--- config.mk ---
export PLATFORM = sky130hd
export DESIGN_NAME = slink_generic_tx_router_wrr
export DESIGN_NICKNAME = d
export VERILOG_FILES = /design/src/rtl/slink_generic_tx_router_wrr_pkg.sv /design/src/rtl/slink_rr_pick.sv /design/src/rtl/slink_generic_tx_router_wrr.sv
export SDC_FILE = /design/constraint.sdc
export NUM_CORES = 1
export LEC_CHECK = 0
export ABC_AREA = 1
export BUFFER_PORTS_ARGS = -buffer_cell sky130_fd_sc_hd__buf_4
export CORE_AREA = 3 3 333 335
export DETAILED_ROUTE_END_ITERATION = 12
export DIE_AREA = 0 0 336 338
export PLACE_DENSITY = 0.35
export SLEW_MARGIN = 10
export SYNTH_ARGS = -nofsm -noshare
export SYNTH_HDL_FRONTEND = slang
export SYNTH_HIERARCHICAL = 1
export SYNTH_SLANG_ARGS = --single-unit
--- constraint.sdc ---
create_clock -name clk -period 12.66 [get_ports clk]
set_input_delay 0 -clock clk [delete_from_list [all_inputs] [get_ports clk]]
set_output_delay 0 -clock clk [all_outputs]
set_load 0.1 [all_outputs]
--- src/rtl/slink_generic_tx_router_wrr_pkg.sv ---
// Shared types and constants for the packet-aware WRR transmit router.
package slink_generic_tx_router_wrr_pkg;

  localparam logic [7:0] SHORT_PKT_MAX_ID = 8'h1F;
  localparam int         BEAT_W           = 17;

  typedef logic [BEAT_W-1:0] beat_t;

  typedef enum logic {
    ST_IDLE = 1'b0,
    ST_LOCK = 1'b1
  } state_t;

  // Advances per packet; the header advance is the first of them.
  function automatic beat_t pkt_beats(input logic [7:0]  data_id,
                                      input logic [15:0] word_count,
                                      input int unsigned byte_shift);
    beat_t sum;
    sum = (beat_t'(word_count) + beat_t'((1 << byte_shift) - 1)) >> byte_shift;
    if (data_id <= SHORT_PKT_MAX_ID || sum == '0) begin
      return beat_t'(1);
    end
    return sum;
  endfunction

endpackage

--- src/rtl/slink_rr_pick.sv ---
// Round-robin picker: first requester at or after ptr, wrapping; purely combinational.
module slink_rr_pick #(
  parameter  int NUM_CHANNELS = 8,
  localparam int IDX_W        = $clog2(NUM_CHANNELS)
) (
  input  logic [NUM_CHANNELS-1:0] req,
  input  logic [IDX_W-1:0]        ptr,
  output logic                    found,
  output logic [IDX_W-1:0]        idx
);

  always_comb begin
    int j;
    logic [IDX_W-1:0] jj;
    found = 1'b0;
    idx   = ptr;
    for (int i = 0; i < NUM_CHANNELS; i++) begin
      // Explicit wrap so non-power-of-two channel counts are handled.
      j = int'(ptr) + i;
      if (j >= NUM_CHANNELS) begin
        j = j - NUM_CHANNELS;
      end
      jj = IDX_W'(j);
      if (!found && req[jj]) begin
        found = 1'b1;
        idx   = jj;
      end
    end
  end

endmodule

--- src/rtl/slink_generic_tx_router_wrr.sv ---
// Weighted round-robin mux of N app TX channels onto one S-Link TX app port, grant held per packet.
// Zero-latency select/mux; backpressure is the link layer's tx_advance steered to the granted channel only.
module slink_generic_tx_router_wrr
  import slink_generic_tx_router_wrr_pkg::*;
#(
  parameter  int NUM_CHANNELS      = 8,
  parameter  int TX_APP_DATA_WIDTH = 64,
  parameter  int WEIGHT_WIDTH      = 4,
  localparam int IDX_W             = $clog2(NUM_CHANNELS)
) (
  input  logic                                      clk,
  input  logic                                      reset,
  input  logic                                      enable,
  input  logic [NUM_CHANNELS*WEIGHT_WIDTH-1:0]      weight_ch,
  input  logic [NUM_CHANNELS-1:0]                   tx_sop_ch,
  input  logic [NUM_CHANNELS*8-1:0]                 tx_data_id_ch,
  input  logic [NUM_CHANNELS*16-1:0]                tx_word_count_ch,
  input  logic [NUM_CHANNELS*TX_APP_DATA_WIDTH-1:0] tx_app_data_ch,
  output logic [NUM_CHANNELS-1:0]                   tx_advance_ch,
  output logic                                      tx_sop,
  output logic [7:0]                                tx_data_id,
  output logic [15:0]                               tx_word_count,
  output logic [TX_APP_DATA_WIDTH-1:0]              tx_app_data,
  input  logic                                      tx_advance,
  output logic [IDX_W-1:0]                          active_ch,
  output logic                                      pkt_active
);

  localparam int BYTES      = TX_APP_DATA_WIDTH / 8;
  localparam int BYTE_SHIFT = $clog2(BYTES);

  logic                    enable_ff1, enable_ff2;
  state_t                  state, state_nxt;
  logic [IDX_W-1:0]        owner, owner_nxt, rr_ptr, rr_ptr_nxt;
  logic [IDX_W-1:0]        curr_ch, pick_idx;
  beat_t                   beat_cnt, beat_cnt_nxt, hdr_beats;
  logic [WEIGHT_WIDTH-1:0] wgt_cnt, wgt_cnt_nxt, curr_wgt, owner_nxt_wgt;
  logic                    done_pend, done_pend_nxt, pkt_done;
  logic [NUM_CHANNELS-1:0] eligible;
  logic                    pick_found;

  function automatic logic [IDX_W-1:0] rr_inc(input logic [IDX_W-1:0] ch);
    return (int'(ch) == NUM_CHANNELS - 1) ? '0 : ch + 1'b1;
  endfunction

  always_ff @(posedge clk or negedge reset) begin
    if (!reset) begin
      enable_ff1 <= 1'b0;
      enable_ff2 <= 1'b0;
    end else begin
      enable_ff1 <= enable;
      enable_ff2 <= enable_ff1;
    end
  end

  always_comb begin
    eligible = '0;
    for (int i = 0; i < NUM_CHANNELS; i++) begin
      eligible[i] = tx_sop_ch[i] && (weight_ch[i*WEIGHT_WIDTH +: WEIGHT_WIDTH] != '0) && enable_ff2;
    end
  end

  slink_rr_pick #(
    .NUM_CHANNELS (NUM_CHANNELS)
  ) u_rr_pick (
    .req   (eligible),
    .ptr   (rr_ptr),
    .found (pick_found),
    .idx   (pick_idx)
  );

  always_comb begin
    if (state == ST_LOCK) begin
      curr_ch = owner;
    end else if (pick_found) begin
      curr_ch = pick_idx;
    end else begin
      curr_ch = rr_ptr;
    end
  end

  assign tx_sop        = tx_sop_ch[curr_ch];
  assign tx_data_id    = tx_data_id_ch[int'(curr_ch)*8 +: 8];
  assign tx_word_count = tx_word_count_ch[int'(curr_ch)*16 +: 16];
  assign tx_app_data   = tx_app_data_ch[int'(curr_ch)*TX_APP_DATA_WIDTH +: TX_APP_DATA_WIDTH];
  assign active_ch     = curr_ch;
  assign pkt_active    = (state == ST_LOCK);

  assign curr_wgt      = weight_ch[int'(curr_ch)*WEIGHT_WIDTH +: WEIGHT_WIDTH];
  assign owner_nxt_wgt = weight_ch[int'(owner_nxt)*WEIGHT_WIDTH +: WEIGHT_WIDTH];
  assign hdr_beats     = pkt_beats(tx_data_id, tx_word_count, BYTE_SHIFT);

  always_comb begin
    tx_advance_ch = '0;
    if (state == ST_LOCK || pick_found) begin
      tx_advance_ch[curr_ch] = tx_advance;
    end
  end

  always_comb begin
    state_nxt     = state;
    owner_nxt     = owner;
    beat_cnt_nxt  = beat_cnt;
    wgt_cnt_nxt   = wgt_cnt;
    rr_ptr_nxt    = rr_ptr;
    done_pend_nxt = 1'b0;
    pkt_done      = 1'b0;

    // Owner stopped requesting right after its packet: move on past it.
    if (done_pend && !eligible[owner]) begin
      rr_ptr_nxt = rr_inc(owner);
    end

    case (state)
      ST_IDLE: begin
        if (pick_found && tx_advance) begin
          owner_nxt = pick_idx;
          if (pick_idx != owner || wgt_cnt == '0) begin
            wgt_cnt_nxt = curr_wgt - 1'b1;
          end else begin
            wgt_cnt_nxt = wgt_cnt - 1'b1;
          end
          if (hdr_beats == beat_t'(1)) begin
            pkt_done = 1'b1;
          end else begin
            state_nxt    = ST_LOCK;
            beat_cnt_nxt = hdr_beats - beat_t'(1);
          end
        end
      end
      ST_LOCK: begin
        if (tx_advance) begin
          beat_cnt_nxt = beat_cnt - beat_t'(1);
          if (beat_cnt == beat_t'(1)) begin
            state_nxt = ST_IDLE;
            pkt_done  = 1'b1;
          end
        end
      end
      default: state_nxt = ST_IDLE;
    endcase

    if (pkt_done) begin
      done_pend_nxt = 1'b1;
      if (wgt_cnt_nxt == '0 || owner_nxt_wgt == '0) begin
        rr_ptr_nxt = rr_inc(owner_nxt);
      end else begin
        rr_ptr_nxt = owner_nxt;
      end
    end
  end

  always_ff @(posedge clk or negedge reset) begin
    if (!reset) begin
      state     <= ST_IDLE;
      owner     <= '0;
      beat_cnt  <= '0;
      wgt_cnt   <= '0;
      rr_ptr    <= '0;
      done_pend <= 1'b0;
    end else begin
      state     <= state_nxt;
      owner     <= owner_nxt;
      beat_cnt  <= beat_cnt_nxt;
      wgt_cnt   <= wgt_cnt_nxt;
      rr_ptr    <= rr_ptr_nxt;
      done_pend <= done_pend_nxt;
    end
  end

endmodule

==> impl_metrics.csv <==
group,metric,value,unit
logic_synthesis,synth_nets,2766,
run_status,status,"completed",
flow_run,maxCapViolations,0,
die,fp-row-count,121,
placement,place_area,0.0181,mm2
critical_path,r2r_slack,4960,ps
global_routing,track_usage,0.166,
placement,dp_cells,4164,
clock_network,clk_latency,300,ps
hold_path,min_to,"beat_cnt[12]",
critical_path,cp.required,12900,ps
critical_path,critPathLaunchType,"register",
logic_synthesis,synth_mux_area_frac,0,
global_routing,grt_overflow,0,
logic_synthesis,syn_inst,2007,
sta,clock.fmax,130,MHz
placement,gp_congestion,0.899,
sta,report.final.slew_viol_count,0,
sta,timing.final.crit_period,7700,ps
logic_synthesis,yosysTopAreaCellShare,0.190,
logic_synthesis,synth_adder_area_share,0.0132,
layout,drive_above_1_share,0.363,
logic_synthesis,synth_top_family_by_area,"simple AND/OR/NAND/NOR gates",
die,die_x,336,um
die,top_level_ports,849,
clock_network,clk_pin_slew,80,ps
drt,wl_per_cell,23.9,um
drt,drt_iter0_drc,868,
clock_network,cts.sinks,31,
layout,layout.nets,3518,
layout,stdcell_area,0.0183,mm2
critical_path,critPathMaxStageDelay,700,ps
critical_path,end_kind,"register",
logic_synthesis,yosysSeqAreaShare,0.0744,
global_routing,grt_max_degree,157,
sta,setup_slack,4960,ps
die,start_util,0.0962,
logic_synthesis,synth.area.top_cells,"nand2_1 19%, o21ai_0 14%, nor2_1 13%",
sta,tns,0,ps
logic_synthesis,synth_area_per_cell,5.19,um2
sta,maxSlewHeadroom,0.394,
sta,tightest_slew,909,ps
drt,drc,0,
drt,drt_first_pass_iters,5,
critical_path,crit_path_top_delay_cell,"dfrtp_1",
drt,drt-total-wl,100000,um
logic_synthesis,yosysTopAreaCell,"nand2_1",
clock_network,clockBufferDepth,2,
placement,dpl.hpwl,84200,um
global_routing,met1_usage,0.189,
sta,fin_skew,19.0,ps
critical_path,reg2regPathDepth,45,
logic_synthesis,yosys_warnings,6,
clock_network,h-tree-depth,2,
die,coreArea,0.108,mm2
logic_synthesis,synth_xor_area_frac,0.0131,
hold_path,min_path_cells,4,
clock_network,cts_tree,"done",
critical_path,worstSetupPathType,"register to register",
critical_path,rr_startpoint,"rr_ptr[0]",
layout,fillCellCount,12857,
logic_synthesis,synth-compound-area-share,0.297,
die,die_h,338,um
critical_path,crit_arrival,7940,ps
layout,syn_to_final_growth,75.9,%
logic_synthesis,synth.top_cells.by_count,"527 x nand2_1, 348 x nor2_1, 284 x o21ai_0",
sta,setup_violations,0,
placement,portBuffers,848,
logic_synthesis,synth-simple-area-share,0.480,
critical_path,crit_start,"rr_ptr[0]",
logic_synthesis,synth.most_common_cell,"nand2_1",
clock_network,cts_setup_buffers,0,
hold_path,hp-class,"primary input to register",
global_routing,grt.busiest_layer,"met2",
critical_path,crit_top_cell,"nand2_1",
sta,final-hold-violation-count,0,
logic_synthesis,yosysUniqueCellTypes,59,
critical_path,worstReg2RegEnd,"beat_cnt[3]",
critical_path,critPathMaxFanout,46,
sta,fin_crit_sh,0.608,
logic_synthesis,ys_ff_latch,31,
clock_network,cts_buffers,5,
global_routing,use_met3,0.0508,
hold_path,holdCritStartpoint,"tx_advance",
global_routing,grt.met2_usage,0.298,
die,die_area,0.114,mm2
clock_network,cts-root-buf,"clkbuf_16",
logic_synthesis,synth-edff-count,0,
layout,layoutNonFillerInstCount,4192,
drt,vias,17039,
global_routing,antenna_found_initial,33,
global_routing,grt_pass1_vias,17433,
logic_synthesis,async_flop_share,1.00,
logic_synthesis,netlist_area,0.0104,mm2
drt,antenna_left,0,
logic_synthesis,ys.flop_type,"dfrtp_1",
placement,pre_cts_slack,4860,ps
drt,routed_via_density,4.06,
global_routing,grt_first_pass_wirelength,135000,um
sta,rsz0062_at_grt,"no",
==> per-layer routing <==
layer / vias up / share of wire
li1: 8253 / -
met1: 7977 / 0.39
met2: 700 / 0.50
met3: 95 / 0.085
met4: 14 / 0.027
met5: - / 0.00096
==> how the worst max path moves through the flow <==
stage                           endpoint  cells after the start
after floorplan              beat_cnt[0]                     38
after global placement    tx_app_data[5]                     28
after detailed placement     beat_cnt[5]                     37
after CTS                    beat_cnt[5]                     37
after global routing         beat_cnt[3]                     37
final                        beat_cnt[3]                     45
==> cells by family (layout without fill, tap and decap cells) <==
family | after synthesis | after routing
buffers and inverters | 288 | 1041
AOI/OAI and AO/OA | 519 | 519
adders and majority gates | 11 | 11
and+or+nand+nor | 1145 | 1145
other | 0 | 18
DFF | 31 | 31
xor gates and xnor gates | 13 | 13
==> sequential cells by signal, summed over array words and instances, names as in the netlist <==
signal,flops
done_pend,1
enable_ff1,1
rr_ptr,3
beat_cnt,17
enable_ff2,1
owner,3
pkt_active,1
wgt_cnt,4
==> layout make-up <==
class | instances | area [um2] | share of cell area
clock inverters | 3 | 23.8 | 0.00130
multi-input cells | 1688 | 8420 | 0.459
repair buffers | 872 | 6570 | 0.358
well taps | 1414 | 1770 | 0.0965
diodes | 18 | 45.0 | 0.00246
inverters | 161 | 614 | 0.0335
clock buffers | 5 | 125 | 0.00682
flip-flops and latches | 31 | 776 | 0.0423
==> cells in the final DEF, fill, tap and decap left out, drive strengths merged, types with 2 or more instances in the layout <==
| master | count |
|---|---|
| a221oi | 12 |
| o221ai | 40 |
| clkinvlp | 2 |
| nand4 | 13 |
| ha | 11 |
| a21oi | 59 |
| diode | 18 |
| inv | 161 |
| o21ai | 319 |
| o21bai | 2 |
| o31ai | 2 |
| o41ai | 4 |
| clkbuf | 5 |
| o22ai | 22 |
| xnor2 | 6 |
| nor4 | 10 |
| nand2 | 559 |
| o21a | 13 |
| xor2 | 7 |
| buf | 870 |
| o2111ai | 14 |
| nor3 | 10 |
| nand3b | 8 |
| o211ai | 27 |
| dfrtp | 31 |
| nor2 | 377 |
| dlygate4sd3 | 2 |
| nand3 | 164 |
==> critical path: cells and delay by family (launching register included) <==
kind	cells	cell delay [ps]
simple gates	36	4820
buf+inv	6	1200
flops	1	700
fa+ha+maj	2	690
compound gates	1	70
==> stage by stage <==
step	util	hold slack (ps)
after floorplan	-	-296
after global placement	0.167	12.0
final	0.169	178
after detailed placement	0.167	11.7
after CTS	0.169	175
after global routing	0.169	227
==> timing repair <==
item,CTS,global route
hold buffers,2,0
gates resized for setup,0,0
endpoints found under the hold margin,32,0
Power is left out: the tool's default activity adds up to more than one toggle a clock period on the data nets, which glitch-free logic cannot reach.
